===== src/rtl/flash_seq.sv =====
// flash_seq: write-then-verify sequencer for a byte-wide flash controller.
// A run writes LEN bytes starting at ADDR_BASE with data (addr ^ SEED), reads
// them back, compares against the same pattern and reports pass/fail, the
// number of mismatching bytes and the first mismatching address.
// Build option: define FLASH_SEQ_TIMEOUT_EN to abort a run when the controller
// leaves a request unanswered for TIMEOUT cycles; without it the sequencer waits
// on done indefinitely and timeout is tied low.

module flash_seq #(
    parameter logic [7:0] ADDR_BASE = 8'h00,
    parameter int         LEN       = 16,
    parameter logic [7:0] SEED      = 8'hA5,
    parameter int         TIMEOUT   = 1000
) (
    input  logic       clk,
    input  logic       rst,
    input  logic       start,
    output logic [7:0] addr,
    output logic [7:0] data_wr,
    input  logic [7:0] data_rd,
    output logic       direction_rw,
    output logic       do_rw,
    input  logic       done,
    output logic       busy,
    output logic       pass,
    output logic       fail,
    output logic       timeout,
    output logic [7:0] err_count,
    output logic [7:0] fail_addr
);

    typedef enum logic [1:0] {
        IDLE   = 2'd0,
        WRITE  = 2'd1,
        READ   = 2'd2,
        FINISH = 2'd3
    } state_t;

    // Index of the final byte of a run; LEN=256 maps to 8'hFF.
    localparam logic [7:0] LAST_INDEX = 8'(LEN - 1);

    state_t     state_q, state_d;
    logic [7:0] index_q, index_d;
    logic [7:0] addr_q, addr_d;
    logic [7:0] data_wr_q, data_wr_d;
    logic       direction_rw_q, direction_rw_d;
    logic       do_rw_q, do_rw_d;
    logic       busy_q, busy_d;
    logic       pass_q, pass_d;
    logic       fail_q, fail_d;
    logic [7:0] err_count_q, err_count_d;
    logic [7:0] fail_addr_q, fail_addr_d;

    logic       run_start;
    logic       tmo_hit;
    logic       mismatch;
    logic       last_index;
    logic       clean_so_far;
    logic [7:0] tgt_addr;

    // start only counts while no run is in progress.
    assign run_start    = start && (state_q == IDLE || state_q == FINISH);
    // Address arithmetic is 8-bit, so runs crossing 8'hFF wrap to 8'h00.
    assign tgt_addr     = ADDR_BASE + index_q;
    // addr_q still holds the address of the outstanding read in the done cycle.
    assign mismatch     = data_rd != (addr_q ^ SEED);
    assign last_index   = index_q == LAST_INDEX;
    assign clean_so_far = (err_count_q == 8'd0) && !mismatch;

`ifdef FLASH_SEQ_TIMEOUT_EN
    localparam int TW = $clog2(TIMEOUT + 1);

    logic [TW-1:0] tmo_cnt_q;
    logic          timeout_q;

    // Timeout fires on the TIMEOUT-th cycle of an unanswered request.
    assign tmo_hit = do_rw_q && !done && (tmo_cnt_q == TW'(TIMEOUT - 1));

    // Count cycles the current request has been outstanding.
    always_ff @(posedge clk) begin
        if (rst || !do_rw_q || done) begin
            tmo_cnt_q <= '0;
        end else begin
            tmo_cnt_q <= tmo_cnt_q + 1'b1;
        end
    end

    // Timeout flag: set on expiry, cleared by a new run or reset.
    always_ff @(posedge clk) begin
        if (rst) begin
            timeout_q <= 1'b0;
        end else if (run_start) begin
            timeout_q <= 1'b0;
        end else if (tmo_hit) begin
            timeout_q <= 1'b1;
        end
    end

    assign timeout = timeout_q;
`else
    assign tmo_hit = 1'b0;
    assign timeout = 1'b0;
`endif

    // Next-state and next-output logic for the sequencer.
    always_comb begin
        // NOTE: every target gets a default before any branch so no path leaves
        // it unassigned; a missing default here would infer a latch.
        state_d        = state_q;
        index_d        = index_q;
        addr_d         = addr_q;
        data_wr_d      = data_wr_q;
        direction_rw_d = direction_rw_q;
        do_rw_d        = do_rw_q;
        busy_d         = busy_q;
        pass_d         = pass_q;
        fail_d         = fail_q;
        err_count_d    = err_count_q;
        fail_addr_d    = fail_addr_q;

        case (state_q)
            IDLE, FINISH: begin
                if (run_start) begin
                    state_d     = WRITE;
                    index_d     = 8'd0;
                    busy_d      = 1'b1;
                    pass_d      = 1'b0;
                    fail_d      = 1'b0;
                    err_count_d = 8'd0;
                    fail_addr_d = 8'd0;
                end
            end

            WRITE, READ: begin
                if (tmo_hit) begin
                    // Controller never answered: abandon the run as failed.
                    state_d = FINISH;
                    do_rw_d = 1'b0;
                    busy_d  = 1'b0;
                    pass_d  = 1'b0;
                    fail_d  = 1'b1;
                end else if (!do_rw_q) begin
                    // Gap cycle between requests: present the next one.
                    do_rw_d        = 1'b1;
                    addr_d         = tgt_addr;
                    data_wr_d      = tgt_addr ^ SEED;
                    direction_rw_d = (state_q == READ);
                end else if (done) begin
                    do_rw_d = 1'b0;
                    if (state_q == READ && mismatch) begin
                        if (err_count_q != 8'hFF) begin
                            err_count_d = err_count_q + 8'd1;
                        end
                        if (err_count_q == 8'd0) begin
                            fail_addr_d = addr_q;
                        end
                    end
                    if (!last_index) begin
                        index_d = index_q + 8'd1;
                    end else if (state_q == WRITE) begin
                        state_d = READ;
                        index_d = 8'd0;
                    end else begin
                        state_d = FINISH;
                        busy_d  = 1'b0;
                        pass_d  = clean_so_far;
                        fail_d  = !clean_so_far;
                    end
                end
            end

            default: begin
                state_d = IDLE;
            end
        endcase
    end

    // State and output registers; reset wins over any pending start or done.
    always_ff @(posedge clk) begin
        // NOTE: sequential state uses non-blocking assignments so every register
        // samples its pre-edge value, independent of statement order.
        if (rst) begin
            state_q        <= IDLE;
            index_q        <= 8'd0;
            addr_q         <= 8'd0;
            data_wr_q      <= 8'd0;
            direction_rw_q <= 1'b0;
            do_rw_q        <= 1'b0;
            busy_q         <= 1'b0;
            pass_q         <= 1'b0;
            fail_q         <= 1'b0;
            err_count_q    <= 8'd0;
            fail_addr_q    <= 8'd0;
        end else begin
            state_q        <= state_d;
            index_q        <= index_d;
            addr_q         <= addr_d;
            data_wr_q      <= data_wr_d;
            direction_rw_q <= direction_rw_d;
            do_rw_q        <= do_rw_d;
            busy_q         <= busy_d;
            pass_q         <= pass_d;
            fail_q         <= fail_d;
            err_count_q    <= err_count_d;
            fail_addr_q    <= fail_addr_d;
        end
    end

    assign addr         = addr_q;
    assign data_wr      = data_wr_q;
    assign direction_rw = direction_rw_q;
    assign do_rw        = do_rw_q;
    assign busy         = busy_q;
    assign pass         = pass_q;
    assign fail         = fail_q;
    assign err_count    = err_count_q;
    assign fail_addr    = fail_addr_q;

endmodule

===== config.mk =====
export PLATFORM = sky130hd
export DESIGN_NAME = flash_seq
export DESIGN_NICKNAME = d
export VERILOG_FILES = /design/src/rtl/flash_seq.sv
export SDC_FILE = /design/constraint.sdc
export NUM_CORES = 1
export LEC_CHECK = 0
export CAP_MARGIN = 10
export CORE_ASPECT_RATIO = 2
export CORE_MARGIN = 2
export CORE_UTILIZATION = 50
export CTS_CLUSTER_SIZE = 40
export DETAILED_ROUTE_END_ITERATION = 7
export PLACE_DENSITY = 0.8
export SLEW_MARGIN = 20
export SYNTH_ARGS = -nofsm -noshare
export SYNTH_HDL_FRONTEND = slang
export SYNTH_SLANG_ARGS = --single-unit

===== constraint.sdc =====
create_clock -name clk -period 2.48 [get_ports clk]
set_input_delay 0.496 -clock clk [delete_from_list [all_inputs] [get_ports clk]]
set_output_delay 0.496 -clock clk [all_outputs]
set_load 0.02 [all_outputs]

Word level (Yosys, flattened, before mapping)
Cells that the tools add are included.
{ "op_classes": {"addsub": 2, "n_mul": 0, "n_div": 0, "magnitude_cmp": 0, "n_eq_ne": 15, "shifts": 0, "muxes": 41, "bitwise_logic": 3, "n_reduce_logical": 16} }
{ "op_table": {"columns": ["cell", "n"], "rows": [
  ["8-bit 2-to-1 mux", 13],
  ["8-bit case mux with 2 select lines", 3],
  ["1-bit 2-to-1 mux", 17],
  ["8-bit by 1-bit adder with 8-bit output, second input constant", 2],
  ["2-bit != test, second input constant", 8],
  ["5-bit AND reduction", 3],
  ["8-bit by 4-bit equality test with 1-bit output, second input constant", 1],
  ["8-bit logical NOT", 1],
  ["2-bit 2-to-1 mux", 4],
  ["8-bit != test", 1],
  ["8-bit != test, second input constant", 1],
  ["4-bit NOT", 2],
  ["4-bit AND reduction", 2],
  ["1-bit case mux with 2 select lines", 3],
  ["2-bit equality test, second input constant", 2],
  ["2-bit case mux with 2 select lines", 1],
  ["2-bit OR reduction", 2],
  ["1-bit logical AND", 3],
  ["3-bit != test, second input constant", 1],
  ["2-bit by 1-bit equality test with 1-bit output, second input constant", 1],
  ["1-bit logical NOT", 2],
  ["2-bit logical NOT", 1],
  ["2-bit AND reduction", 1],
  ["1-bit logical OR", 1],
  ["1-bit NOT", 1]
]} }
{ "word_totals": {"regBits": 47, "latch_bits": 0, "ramBits": 0, "romBits": 0, "elab_cells": 88, "memories": 0} }

Depth between registers and ports, before layout
{ "depth": {"word_depth": 10, "mapped_depth": 10, "ltp_nobuf": 7} }

Worst setup path after synthesis
OpenSTA, ideal clock, no wires.
{ "synth_path": {"path_kind": "register to register", "start": "reg state_q[0]", "end": "reg err_count_q[5], in the netlist err_count[5]", "setup_ns": 0.137, "arrival_time_ns": 1.793, "slack_ns": 0.550, "stages_incl_launch_ff": 10, "n_path_buf": 2, "cell_sequence": "dfxtp_1 -> inv_1 -> ha_1 -> buf_4 -> nand3b_4 -> nand2b_1 -> buf_4 -> nand2_1 -> o41ai_1 -> o41ai_2"} }
{ "synth_between": {"elab_chain_cells": 5} }
{ "synth_rtl": {"columns": ["item", "line", "source"], "rows": [
  ["from (decl)", "42", "state_t state_q, state_d;"],
  ["from (signal assigned)", "195", "state_q <= state_d;"],
  ["2-bit equality test or 2-bit logical NOT (tied branches)", "62, 121", null],
  ["1-bit logical OR", "62", "assign run_start = start && (state_q == IDLE || state_q == FINISH);"],
  ["1-bit logical AND", "62", null],
  ["2-bit != test (no line)", null, null],
  ["5-bit AND reduction (no line)", null, null],
  ["to (signal assigned)", "204", "err_count_q <= err_count_d;"],
  ["to (decl)", "51", "logic [7:0] err_count_q, err_count_d;"]
]} }
Several ways; a longest one is shown, not always the timed one.
A chain may end at the register's enable or synchronous reset.

Final worst setup path
Same ends and word-level chain as after synthesis.

==> flow_metrics.py <==
metrics = {
    "global_routing": {
        "overflow": 0,
        "grt_pass1_wl_mm": 9.27,
        "antenna_found_initial": 0,
        "track_usage": 0.237,
        "grt_max_degree": 44,
        "grt_pass1_vias": 1975,
    },
    "clocking": {
        "htree_levels": 2,
        "cts_sinks": 43,
        "clk_pin_slew_ns": 0.09,
        "numCtsBuffers": 5,
        "holdBufCountCts": 0,
        "cts_resized": 0,
        "cts_tree": "yes",
        "insertion_delay_ns": 0.31,
        "cts_buffer_depth": 2,
        "post_cts.repair.setup_buffers": 0,
        "clk_root_buffer_cell": "clkbuf_8",
    },
    "sta": {
        "relSlewSlack": 0.567,
        "worst_slew_pin_slew_ns": 0.648,
        "fmax_mhz": 460,
        "period_needed_ns": 2.17,
        "rsz0062_at_grt": "false",
        "fin_tns_setup_ns": 0,
        "finalHoldViolations": 0,
        "slew_violations": 0,
        "finalCritPeriodShare": 0.877,
        "skew_ns": 0.00952,
        "setup_viol": 0,
    },
    "floorplan": {
        "core_area_mm2": 0.00434,
        "io_pins": 50,
        "die_y_um": 99.2,
        "row_count": 34,
        "initial_core_util": 0.522,
        "die_w_um": 51.6,
        "dieArea_mm2": 0.00512,
    },
    "critical_path": {
        "cp.required_ns": 2.70,
        "path_max_fanout": 18,
        "reg2reg_to": "err_count[5]",
        "crit_type": "reg2reg",
        "critPathLaunchType": "register",
        "endpoint_kind": "register",
        "r2r_slack_ns": 0.31,
        "reg2reg_from": "state_q[0]",
        "arrival_ns": 2.39,
        "ff2ff_path_depth": 7,
    },
    "power": {
        "ir_drop_v": 0.000624,
        "finalPower_mw": 2.43,
        "power.density_mw_per_mm2": 859,
        "leakage_nw": 0.998,
    },
    "placement": {
        "gp_congestion": 0.844,
        "port_buffers": 48,
        "hpwl_mm": 4.12,
    },
    "outcome": {
        "status": "finished, final reports clean",
    },
    "synth": {
        "ys_ff_latch": 43,
        "yosys_warnings": 0,
        "synth.distinct_cells": 49,
        "syn_inst": 258,
        "synthTopCellsByArea": "dfxtp_1 (38%), a21oi_1 (4.9%), nand2_1 (4.5%), xor2_1 (3.9%), ha_1 (3.3%)",
        "ys_async_sr_fraction": 0,
        "synth_most_common_cell": "dfxtp_1",
        "yosysTopAreaCellShare": 0.380,
        "synth_flop_cell": "dfxtp_1",
        "synth_edf_count": 0,
        "synth_area_per_cell_um2": 8.78,
        "synthTopCellsByCount": "dfxtp_1 (43), nand2_1 (27), a21oi_1 (22)",
        "syn_nets": 276,
        "yosysSeqAreaShare": 0.380,
        "synth_largest_area_cell": "dfxtp_1",
        "syn_area_mm2": 0.00226,
    },
    "layout": {
        "fillers": 381,
        "nets": 317,
        "syn_to_final_growth_pct": 24.9,
        "multiInputGateArea_mm2": 0.00126,
        "n_antenna_cell": 0,
        "fin_util": 0.652,
        "regArea_um2": 861,
        "drive_gt1_frac": 0.107,
    },
    "worst_hold_path": {
        "holdPathStages": 2,
        "min_to": "fail_addr[5]",
        "min_from": "fail_addr[5]",
        "hold_class": "reg2reg",
    },
    "drt": {
        "drc": 0,
        "antenna_left": 0,
        "drtIter0Drc": 39,
        "vias": 2004,
        "first_pass_iters": 4,
        "finalWirelength_mm": 5.47,
        "wl_per_cell_um": 15.5,
        "via_per_inst": 5.66,
    },
    "run": {
        "drv_cap": 0,
    },
}
routing by layer:
metal | global-route usage | vias up | share of wire
li1 | - | 981 | -
met2 | 0.406 | 72 | 0.54
met1 | 0.257 | 931 | 0.36
met3 | 0.0495 | 20 | 0.048
met5 | 0 | - | 0
met4 | 0.144 | 0 | 0.049
worst max-delay path, cell delays in order (launching register included):
cell and delay [ns]:
dfxtp_1 0.39, inv_1 0.06, ha_1 0.44, buf_4 0.28, nand4b_1 0.16, and2_1 0.29
nand3b_4 0.19, o41ai_2 0.29
kinds of logic (layout without fill, tap and decap cells):
family,count (synthesis),after routing,synth area share
other cells,1,1,0.00166
fa+ha+maj,6,6,0.0331
compound gates,54,54,0.178
buf+inv,28,70,0.0619
flops,43,43,0.380
xor+xnor,14,14,0.0541
simple gates,112,112,0.291
worst max path at each step:
stage	startpoint	to	slack, ns
after floorplan	state_q[0]	err_count[5]	0.55
after global placement	data_rd[4]	err_count[5]	0.19
after detailed placement	data_rd[4]	fail_addr[7]	0.15
after CTS	state_q[0]	err_count[5]	0.31
after global routing	state_q[0]	fail_addr[1]	0.02
final	state_q[0]	err_count[5]	0.31
final cells by class:
| class | count | area share |
|---|---|---|
| Timing Repair Buffer | 53 | 0.183 |
| Clock buffer | 6 | 0.0257 |
| Inverter | 9 | 0.0119 |
| Clock inverter | 2 | 0.00442 |
| Tap cell | 54 | 0.0239 |
| Sequential cell | 43 | 0.304 |
| Multi-Input combinational cell | 187 | 0.447 |
registers in the layout, summed over array words and instances, names as in the netlist:
register / count
index_q: 8
addr: 8
pass: 1
busy: 1
do_rw: 1
err_count: 8
fail: 1
data_wr: 4
fail_addr: 8
state_q: 2
direction_rw: 1
through the flow:
step / cell area, µm² / worst slack, ns / std cells / hold WS, ns
final: 2830 / 0.306 / 354 / 0.475
after detailed placement: 2740 / 0.154 / 346 / 0.466
after global routing: 2830 / 0.0216 / 354 / 0.501
after global placement: 2740 / 0.191 / 346 / 0.447
after floorplan: 2260 / 0.550 / 258 / 0.465
after CTS: 2830 / 0.305 / 354 / 0.478
report_power, final:
group	switching [mW]	internal, mW
registers	0.0699	0.763
clock network	0.252	0.197
logic	0.666	0.482
total	0.988	1.44
cell usage in the layout (no fill, tap or decap), types with 2 or more instances in the layout:
master and count:
nor4_4 2, o41ai_1 3, clkbuf_8 5, nand2_1 27, nand2b_1 10, xor2_1 10, nand3_1 13, nor2_1 18
a21oi_1 22, a31oi_1 4, a211o_1 2, xnor2_1 4, o32ai_2 3, nor3_1 5, nand3b_1 8, a21oi_2 2
buf_4 5, o41ai_2 2, nand4_1 2, and3_1 5, nor4_1 3, dfxtp_1 43, nand3b_4 2, clkdlybuf4s50_1 48
ha_1 6, nand4b_1 2, inv_1 9, o21ai_0 9, nor2b_1 4, or2_2 2
(Power assumes the default switching activity.)
